`src/rtl/mbr_partition_parser.sv`:
```
// Extracts the first FAT32 partition entry and checks the 0x55AA signature of a streamed MBR sector.
// Latency: done one clk after block_done. Backpressure: none, a byte is taken on every byte_valid strobe.
module mbr_partition_parser #(
    parameter int         BLOCK_BYTES = 512,
    parameter logic [7:0] TYPE_A      = 8'h0B,
    parameter logic [7:0] TYPE_B      = 8'h0C
) (
    input  logic        clk,
    input  logic        reset,
    input  logic        start,
    input  logic [7:0]  byte_in,
    input  logic        byte_valid,
    input  logic        block_done,
    output logic        busy,
    output logic        done,
    output logic        valid,
    output logic [1:0]  error,
    output logic [7:0]  part_type,
    output logic [31:0] part_lba,
    output logic [31:0] part_sectors
);

    typedef struct packed {
        logic [7:0]  ptype;
        logic [31:0] lba;
        logic [31:0] sectors;
    } entry_t;

    typedef enum logic [1:0] {IDLE, COLLECT, CHECK} state_t;

    localparam logic [9:0] TABLE_BASE = 10'h1BE;
    localparam logic [9:0] TABLE_END  = 10'h1FE;
    localparam logic [9:0] BLOCK_CNT  = 10'(BLOCK_BYTES);
    localparam logic [9:0] SIG_LO     = 10'(BLOCK_BYTES - 2);
    localparam logic [9:0] SIG_HI     = 10'(BLOCK_BYTES - 1);

    state_t     state;
    logic [9:0] byte_cnt;
    entry_t     entries [4];
    logic       sig_lo_ok;
    logic       sig_hi_ok;

    logic       take_byte;
    logic       in_table;
    logic [5:0] table_rel;
    logic [1:0] ent_idx;
    logic [3:0] ent_off;
    logic       sel_found;
    logic [1:0] sel_idx;

    always_comb begin
        take_byte = byte_valid && (byte_cnt < BLOCK_CNT);
        in_table  = (byte_cnt >= TABLE_BASE) && (byte_cnt < TABLE_END);
        table_rel = 6'(byte_cnt - TABLE_BASE);
        ent_idx   = table_rel[5:4];
        ent_off   = table_rel[3:0];
    end

    // Scanning downwards leaves the lowest-numbered FAT32 entry selected.
    always_comb begin
        sel_found = 1'b0;
        sel_idx   = 2'd0;
        for (int i = 3; i >= 0; i--) begin
            if (entries[i].ptype == TYPE_A || entries[i].ptype == TYPE_B) begin
                sel_found = 1'b1;
                sel_idx   = 2'(i);
            end
        end
    end

    always_ff @(negedge clk or posedge reset) begin
        if (reset) begin
            state        <= IDLE;
            busy         <= 1'b0;
            done         <= 1'b0;
            valid        <= 1'b0;
            error        <= 2'd0;
            part_type    <= 8'd0;
            part_lba     <= 32'd0;
            part_sectors <= 32'd0;
            byte_cnt     <= 10'd0;
            sig_lo_ok    <= 1'b0;
            sig_hi_ok    <= 1'b0;
            for (int i = 0; i < 4; i++) entries[i] <= '0;
        end else begin
            done <= 1'b0;
            case (state)
                IDLE: begin
                    if (start) begin
                        state        <= COLLECT;
                        busy         <= 1'b1;
                        valid        <= 1'b0;
                        error        <= 2'd0;
                        part_type    <= 8'd0;
                        part_lba     <= 32'd0;
                        part_sectors <= 32'd0;
                        byte_cnt     <= 10'd0;
                        sig_lo_ok    <= 1'b0;
                        sig_hi_ok    <= 1'b0;
                        for (int i = 0; i < 4; i++) entries[i] <= '0;
                    end
                end
                COLLECT: begin
                    if (take_byte) begin
                        byte_cnt <= byte_cnt + 10'd1;
                        if (in_table) begin
                            // Multi-byte fields are little-endian: field byte k lands at bits [8k+7:8k].
                            case (ent_off)
                                4'd4:                      entries[ent_idx].ptype <= byte_in;
                                4'd8, 4'd9, 4'd10, 4'd11:  entries[ent_idx].lba[{ent_off[1:0], 3'b000} +: 8] <= byte_in;
                                4'd12, 4'd13, 4'd14, 4'd15: entries[ent_idx].sectors[{ent_off[1:0], 3'b000} +: 8] <= byte_in;
                                default: ;
                            endcase
                        end
                        if (byte_cnt == SIG_LO) sig_lo_ok <= (byte_in == 8'h55);
                        if (byte_cnt == SIG_HI) sig_hi_ok <= (byte_in == 8'hAA);
                    end
                    if (block_done) state <= CHECK;
                end
                CHECK: begin
                    done  <= 1'b1;
                    busy  <= 1'b0;
                    state <= IDLE;
                    if (byte_cnt < BLOCK_CNT) begin
                        error <= 2'd3;
                    end else if (!(sig_lo_ok && sig_hi_ok)) begin
                        error <= 2'd1;
                    end else if (sel_found) begin
                        valid        <= 1'b1;
                        error        <= 2'd0;
                        part_type    <= entries[sel_idx].ptype;
                        part_lba     <= entries[sel_idx].lba;
                        part_sectors <= entries[sel_idx].sectors;
                    end else begin
                        error <= 2'd2;
                    end
                end
                default: state <= IDLE;
            endcase
        end
    end

endmodule

```
`config.mk`:
```
export PLATFORM = sky130hd
export DESIGN_NAME = mbr_partition_parser
export DESIGN_NICKNAME = d
export VERILOG_FILES = /design/src/rtl/mbr_partition_parser.sv
export SDC_FILE = /design/constraint.sdc
export NUM_CORES = 1
export LEC_CHECK = 0
export BUFFER_PORTS_ARGS = -buffer_cell sky130_fd_sc_hd__buf_4
export CORE_ASPECT_RATIO = 0.8
export CORE_MARGIN = 2
export CORE_UTILIZATION = 35
export DETAILED_ROUTE_END_ITERATION = 8
export GPL_TIMING_DRIVEN = 1
export SETUP_SLACK_MARGIN = 0.05
export SLEW_MARGIN = 40
export SYNTH_ARGS = -nofsm -noshare
export SYNTH_HDL_FRONTEND = slang
export SYNTH_SLANG_ARGS = --single-unit
```
`constraint.sdc`:
```
create_clock -name clk -period 13.1 [get_ports clk]
set_clock_uncertainty 0.2 [all_clocks]
set_input_delay 1.31 -clock clk [delete_from_list [all_inputs] [get_ports clk]]
set_output_delay 1.31 -clock clk [all_outputs]
set_load 0.005 [all_outputs]
```
### Word level (Yosys, flattened, before mapping)

Index checks and enable logic that the tools add are counted.

| cells by class | value |
|---|---|
| add/sub/neg operators | 3 |
| $lt $le $gt $ge | 6 |
| eq/ne operators | 33 |
| shift operators | 2 |
| muxes and demuxes | 64 |
| bitwise gates (word level) | 2 |
| reductions and logical operators | 20 |

Operators by type and width:

| operator | number |
|---|---|
| 288-bit bitwise mux | 3 |
| 288-bit 2-to-1 mux | 3 |
| 288-bit case mux with 3 select lines | 1 |
| 288-bit case mux with 2 select lines | 1 |
| 72-bit demux with 2-bit select | 3 |
| 32-bit 2-to-1 mux | 8 |
| 72-bit 2-to-1 mux | 3 |
| 72-bit binary-select mux with 2-bit select | 1 |
| 32-bit case mux with 2 select lines | 2 |
| 8-bit by 4-bit == test with 1-bit output, second input constant | 8 |
| 64-bit 2-to-1 mux | 1 |
| 4-bit == test, second input constant | 8 |
| 8-bit 2-to-1 mux | 4 |
| 8-bit by 7-bit variable shift with 32-bit output, first input constant | 1 |
| 8-bit by 7-bit indexed part select with 32-bit output | 1 |
| 10-bit by 9-bit == test with 1-bit output, second input constant | 2 |
| 10-bit 2-to-1 mux | 2 |
| 2-bit 2-to-1 mux | 10 |
| 10-bit case mux with 2 select lines | 1 |
| 2-bit != test, second input constant | 9 |
| 8-bit case mux with 2 select lines | 1 |
| 1-bit 2-to-1 mux | 14 |
| 10-bit by 1-bit adder with 10-bit output, second input constant | 1 |
| 10-bit by 9-bit >= comparator with 1-bit output, second input constant | 1 |
| other kinds (24) | 41 |

| word-level totals | value |
|---|---|
| register bits after elaboration | 379 |
| input bits | 13 |

### Depth between registers and ports, before layout

Gate-level depths: netlist of the first run.

| depth | value |
|---|---|
| word-level depth | 14 |
| depth in mapped cells | 11 |
| mapped depth without buffers | 7 |

==> results.ini, run 1 <==
[timing]
tightest_slew_ns = 0.8438
finalHoldViolCount = 0
setup_tns_ns = 0
maxSlewHeadroom_pct = 43.74
slew_violations = 0
finalSetupViolations = 0
rsz0062_at_grt = false

[setup_path]
path_class = input pin to flop
path_max_fanout = 102
arrival_ns = 3.66
critical_path_required_ns = 6.74
endpoint_kind = flop
critPathLaunchType = input pin

[clock_tree]
cts_resized = 0
clk_latency_ns = 0.55
postCtsHoldBufs = 0
root_buffer = clkbuf_16
cts_tree = yes
cts_made_buffers = 41
cts_setup_buffers = 0
clock-sinks = 379
clk_pin_slew_ns = 0.04
htreeDepth = 2
cts_buffer_depth = 3

[global_route]
grt_max_degree = 124
grt-ovfl-total = 0
grt.total_usage_pct = 22.25
antenna_found_initial = 1
grt_pass1_wl_um = 93440
first_global_vias = 15321

[synthesis]
synth.avg_cell_area_sq_um = 10.72
yosysSeqAreaShare_pct = 52.61
async_flop_share_pct = 100.0
syn_nets = 1704
yosys_warnings = 0
syn-cell-area_sq_um = 18030
synth_ff_type = dfrtn_1
synth-edff-count = 0
syn-instance-count = 1682
synth_cell_types = 67
ys_seq_elements = 379

[pwr]
cellPowerDensity_nw_per_um2 = 176.4
ir_drop_uv = 94.57
p_seq_share_pct = 43.8
clockPowerShare_pct = 31.9
p_int_mw = 2.403
power.switching_mw = 1.299
comb_power_share_pct = 24.4
swShare_pct = 35.08
leakage_nw = 8.570

[floorplan]
die_x_um = 257.7
dieArea_sq_um = 53350
fp-row-count = 74
die_h_um = 207.0
top_level_ports = 90
initial_utilization_pct = 35.40
coreArea_sq_um = 50920

[placement]
dpl.hpwl_um = 35900
gp_congestion = 0.9192
port_buffers = 89
place_area_sq_um = 19600

[detailed_routing]
vias_per_cell = 6.332
avgRoutedWirePerCell_um = 24.61
wl_um = 59300
drt-pass1-iter-count = 5
ant_nets = 0
drc = 0
vias = 15254
drtIter0Drc = 1425

[final_layout]
final_common_cell = dfrtn_1
final_cell_area_sq_um = 20980
area_growth_pct = 16.40
final_nets = 1718
final_util_pct = 41.21
most-common-layout-cells = 379 x dfrtn_1, 160 x nand2_1, 143 x o21ai_0
drive_gt1_share_pct = 13.75

[job]
cap_violations = 0

[status]
status = finished clean

[min_path]
hold_path.class = flop to flop

[worst max-delay path, cell delays in order]
cell and delay [ns]:
buf_4 0.09, nand3b_1 0.14, a21oi_1 0.60, nand2_8 0.59, buf_4 0.52, a32o_1 0.31
[state kept, by name, indices dropped and copies added (netlist names)]
| register | count |
|---|---|
| error | 2 |
| entries | 288 |
| part_lba | 32 |
| byte_cnt | 10 |
| sig_lo_ok | 1 |
| part_type | 8 |
| part_sectors | 32 |
| sig_hi_ok | 1 |
| state | 2 |
| busy | 1 |
| valid | 1 |
| done | 1 |
[stage by stage]
| step | instances | setup slack (ns) | hold slack, ns | power (mW) |
|---|---|---|---|---|
| after floorplan | 1682 | 0.1340 | 0.2339 | 2.222 |
| after global placement | 2330 | 2.587 | 0.2308 | 2.469 |
| after detailed placement | 2337 | 2.653 | 0.2351 | 2.522 |
| after CTS | 2408 | 3.195 | 0.2371 | 3.708 |
| after global routing | 2408 | 2.998 | 0.2506 | 3.896 |
| final | 2409 | 3.079 | 0.2334 | 3.702 |
[cells in the mapped netlist (8+ instances only)]
cell type / instances / share of area (%)
a2111oi_2: 8 / 0.67
a221oi_1: 66 / 3.2
a22o_1: 19 / 0.92
a22oi_1: 128 / 5.3
a32o_1: 122 / 6.8
a32oi_1: 8 / 0.39
and2_1: 98 / 3.4
buf_1: 30 / 0.62
buf_2: 16 / 0.44
clkbuf_1: 108 / 2.2
dfrtn_1: 379 / 53
ha_1: 9 / 0.62
inv_1: 23 / 0.48
nand2_1: 162 / 3.4
nand2b_1: 9 / 0.31
nand3_1: 21 / 0.58
nand4_1: 12 / 0.42
nand4b_1: 8 / 0.39
nor2_1: 51 / 1.1
nor4_1: 17 / 0.59
nor4_2: 8 / 0.56
o21ai_0: 145 / 4.0
o221ai_1: 66 / 3.2
o22ai_1: 8 / 0.28
o2bb2ai_1: 67 / 3.3
[worst paths after layout]
kind / slack [ns] / depth (start not counted) / start / to
max: 3.08 / 6 / byte_valid / entries[54]
min: 0.23 / 1 / part_type[6] / part_type[6]
max reg2reg: 8.46 / 7 / byte_cnt[0] / entries[263]
min reg2reg: 0.23 / 1 / part_type[6] / part_type[6]
max in group asynchronous: 4.20 / 4 / reset / entries[117]
min in group asynchronous: 7.13 / 2 / reset / entries[147]
[power groups by stage]
stage	logic [mW]	registers (mW)	clock network [mW]
global placement	0.854	1.62	0
finish	0.902	1.62	1.18
CTS	0.894	1.61	1.20
floorplan	0.644	1.58	0
global route	0.995	1.65	1.25
detailed placement	0.893	1.63	0
[final cells by class]
| type | instances | area [sq um] |
|---|---|---|
| Sequential cell | 379 | 9484 |
| Fill cell | 4846 | 29940 |
| Clock buffer | 60 | 1197 |
| Antenna cell | 1 | 2.502 |
| Tap cell | 684 | 855.8 |
| Multi-Input combinational cell | 1124 | 8169 |
| Inverter | 23 | 90.09 |
| Timing Repair Buffer | 127 | 1045 |
| Clock inverter | 11 | 140.1 |
[kinds of logic (layout without fill, tap and decap cells)]
group | after synthesis | count (layout) | synth area share (%)
DFF | 379 | 379 | 52.61
xor gates and xnor gates | 8 | 8 | 0.3886
muxes | 1 | 1 | 0.06246
AOI/OAI and AO/OA | 678 | 678 | 29.87
other | 0 | 1 | 0
adders and majority gates | 9 | 9 | 0.6247
buffers and inverters | 179 | 221 | 3.880
and+or+nand+nor | 428 | 428 | 12.56
[routing by layer]
layer / part of all wire (%) / up-vias / GRT usage (%)
met5: 0 / - / 0
met4: 3.1 / 0 / 8.010
met3: 7.7 / 131 / 4.274
met2: 44 / 696 / 33.96
met1: 45 / 7784 / 31.58
li1: - / 6643 / -
Power figures use the tool's default switching activity.
==> run 2, diff against run 1 <==
clock period = 9.6 ns   (was 13.1 ns; I/O delays follow)
==> run 2 against run 1 <==
Against the previous run:
- hold slack gained 0.0024 ns
- clock power grew 37%
- utilization grew 0.076 points
- flip-flop and latch count unchanged
==> results.ini, run 2 (same netlist as run 1, synthesis figures left out) <==
[status]
status = finished clean

[global_route]
grt.total_usage_pct = 22.23  ; about the same
grt-ovfl-total = 0  ; unchanged
top_usage_layer = met2
first_global_vias = 15016  ; -2.0%
grt_util_met2_pct = 32.52  ; -1.4 points
grt_max_degree = 146  ; +18%
antenna_found_initial = 0  ; -1
gr-usage-met1_pct = 32.10  ; +0.52 points
grt_pass1_wl_um = 92600  ; -0.90%
grt_use_met3_pct = 4.921  ; +0.65 points

[clock_tree]
cts_resized = 0  ; unchanged
cts_setup_buffers = 0  ; unchanged
cts_buffer_depth = 3  ; unchanged
htreeDepth = 2  ; unchanged
cts_made_buffers = 41  ; unchanged
postCtsHoldBufs = 0  ; unchanged
root_buffer = clkbuf_16
cts_tree = yes
clock-sinks = 379  ; unchanged
clk_pin_slew_ns = 0.04  ; about the same
clk_latency_ns = 0.55  ; about the same

[setup_path]
cp-startpoint = start
reg2reg_slack_ns = 4.94  ; -3.52 ns
endpoint = entries[189]
critPathLaunchType = input pin
path_class = input pin to flop
arrival_ns = 3.15  ; -0.51 ns
reg2reg_depth = 7  ; unchanged
regToRegEndpoint = entries[241]
r2r_start = byte_cnt[0]
critical_path_required_ns = 4.99  ; -1.75 ns
endpoint_kind = flop
path_max_fanout = 40  ; -61%

[timing]
setup_tns_ns = 0  ; unchanged
rsz0062_at_grt = false
slew_violations = 0  ; unchanged
tightest_slew_ns = 0.8997  ; +0.05589 ns
finalSetupViolations = 0  ; unchanged
maxSlewHeadroom_pct = 40.02  ; -3.7 points
finalHoldViolCount = 0  ; unchanged

[placement]
port_buffers = 89  ; unchanged
dpl.hpwl_um = 35910  ; about the same
gp_congestion = 0.8662  ; -5.8%
place_area_sq_um = 19570  ; -0.16%
post-place-cells = 2344  ; +0.30%

[floorplan]
fp-row-count = 74  ; unchanged
dieArea_sq_um = 53350  ; unchanged
initial_utilization_pct = 35.40  ; unchanged
top_level_ports = 90  ; unchanged
die_h_um = 207.0  ; unchanged
coreArea_sq_um = 50920  ; unchanged
die_x_um = 257.7  ; unchanged

[detailed_routing]
ant_nets = 0  ; unchanged
vias = 15383  ; +0.85%
wl_um = 59870  ; +0.97%
avgRoutedWirePerCell_um = 24.77  ; +0.64%
drt-pass1-iter-count = 5  ; unchanged
drtIter0Drc = 1566  ; +9.9%
vias_per_cell = 6.365  ; +0.51%
drc = 0  ; unchanged

[job]
cap_violations = 0  ; unchanged

[min_path]
hp-start = part_type[0]
hold_path.class = flop to flop

[final_layout]
final_nets = 1728  ; +0.58%
final_cell_area_sq_um = 21020  ; +0.18%
fin_cells = 2417  ; +0.33%
drive_gt1_share_pct = 14.08  ; +0.33 points
diodes = 0  ; -1
largest_register_ffs = 288  ; unchanged
area_growth_pct = 16.62
largestRegisters = entries: 288 flops, part_lba: 32 flops, part_sectors: 32 flops
final_common_cell = dfrtn_1
max_flop_register = entries
most-common-layout-cells = 379 x dfrtn_1, 160 x nand2_1, 143 x o21ai_0

[pwr]
p_total_mw = 5.074  ; +37%
leakage_nw = 8.638  ; +0.79%
cellPowerDensity_nw_per_um2 = 241.4  ; +37%
ir_drop_uv = 177.4  ; +88%

run 2: cell count changes in the layout (fill, tap and decap cells not counted), moves of 2 or more:
cell | before | now
buf_12 | 2 | 4
nor2_2 | 3 | 1
buf_4 | 117 | 123
nor2_1 | 47 | 49
clkbuf_8 | 10 | 8
buf_2 | 0 | 2
nor4_4 | 9 | 2
nor4_2 | 0 | 7
clkinv_2 | 5 | 3
run 2: worst max-delay path, stage by stage:
cell and delay, ns:
buf_4 0.09, nand2b_1 0.16, a21o_4 0.40, buf_12 0.25
buf_4 0.31, nor2_1 0.19, nand3_1 0.33, a32o_1 0.41
run 2: metal layers:
layer  share of wire, %  routed length [um]
met4                3.1                1863
met5                  0                   0
met1                 45               26880
met3                8.9                5343
met2                 43               25790
run 2: worst min path at each step:
stage,endpoint,slack [ns],cells after the start
floorplan,entries[211],0.23,1
global placement,part_type[6],0.23,1
detailed placement,part_type[5],0.23,1
CTS,valid,0.24,1
global route,part_sectors[3],0.24,1
finish,part_type[0],0.24,1
run 2: layout make-up:
cell class,count,area (sq um)
Clock buffer,59,1174
Clock inverter,11,167.7
Fill cell,4877,29900
Inverter,23,90.09
Multi-Input combinational cell,1124,8108
Sequential cell,379,9484
Tap cell,684,855.8
Timing Repair Buffer,137,1144
run 2: per-stage QoR:
step	setup WS, ns	hold WS (ns)	util [%]
finish	1.839	0.2358	41.28
global route	1.765	0.2423	41.28
CTS	1.933	0.2368	41.07
detailed placement	1.368	0.2331	38.43
global placement	1.386	0.2333	38.03
floorplan	-1.266	0.2339	-
run 2: report_power, final:
part	switching (mW)	leakage [nW]	internal (mW)
combinational	0.850	2.73	0.396
sequential	0.259	5.26	1.95
clock	0.662	0.652	0.955
total	1.77	8.64	3.30
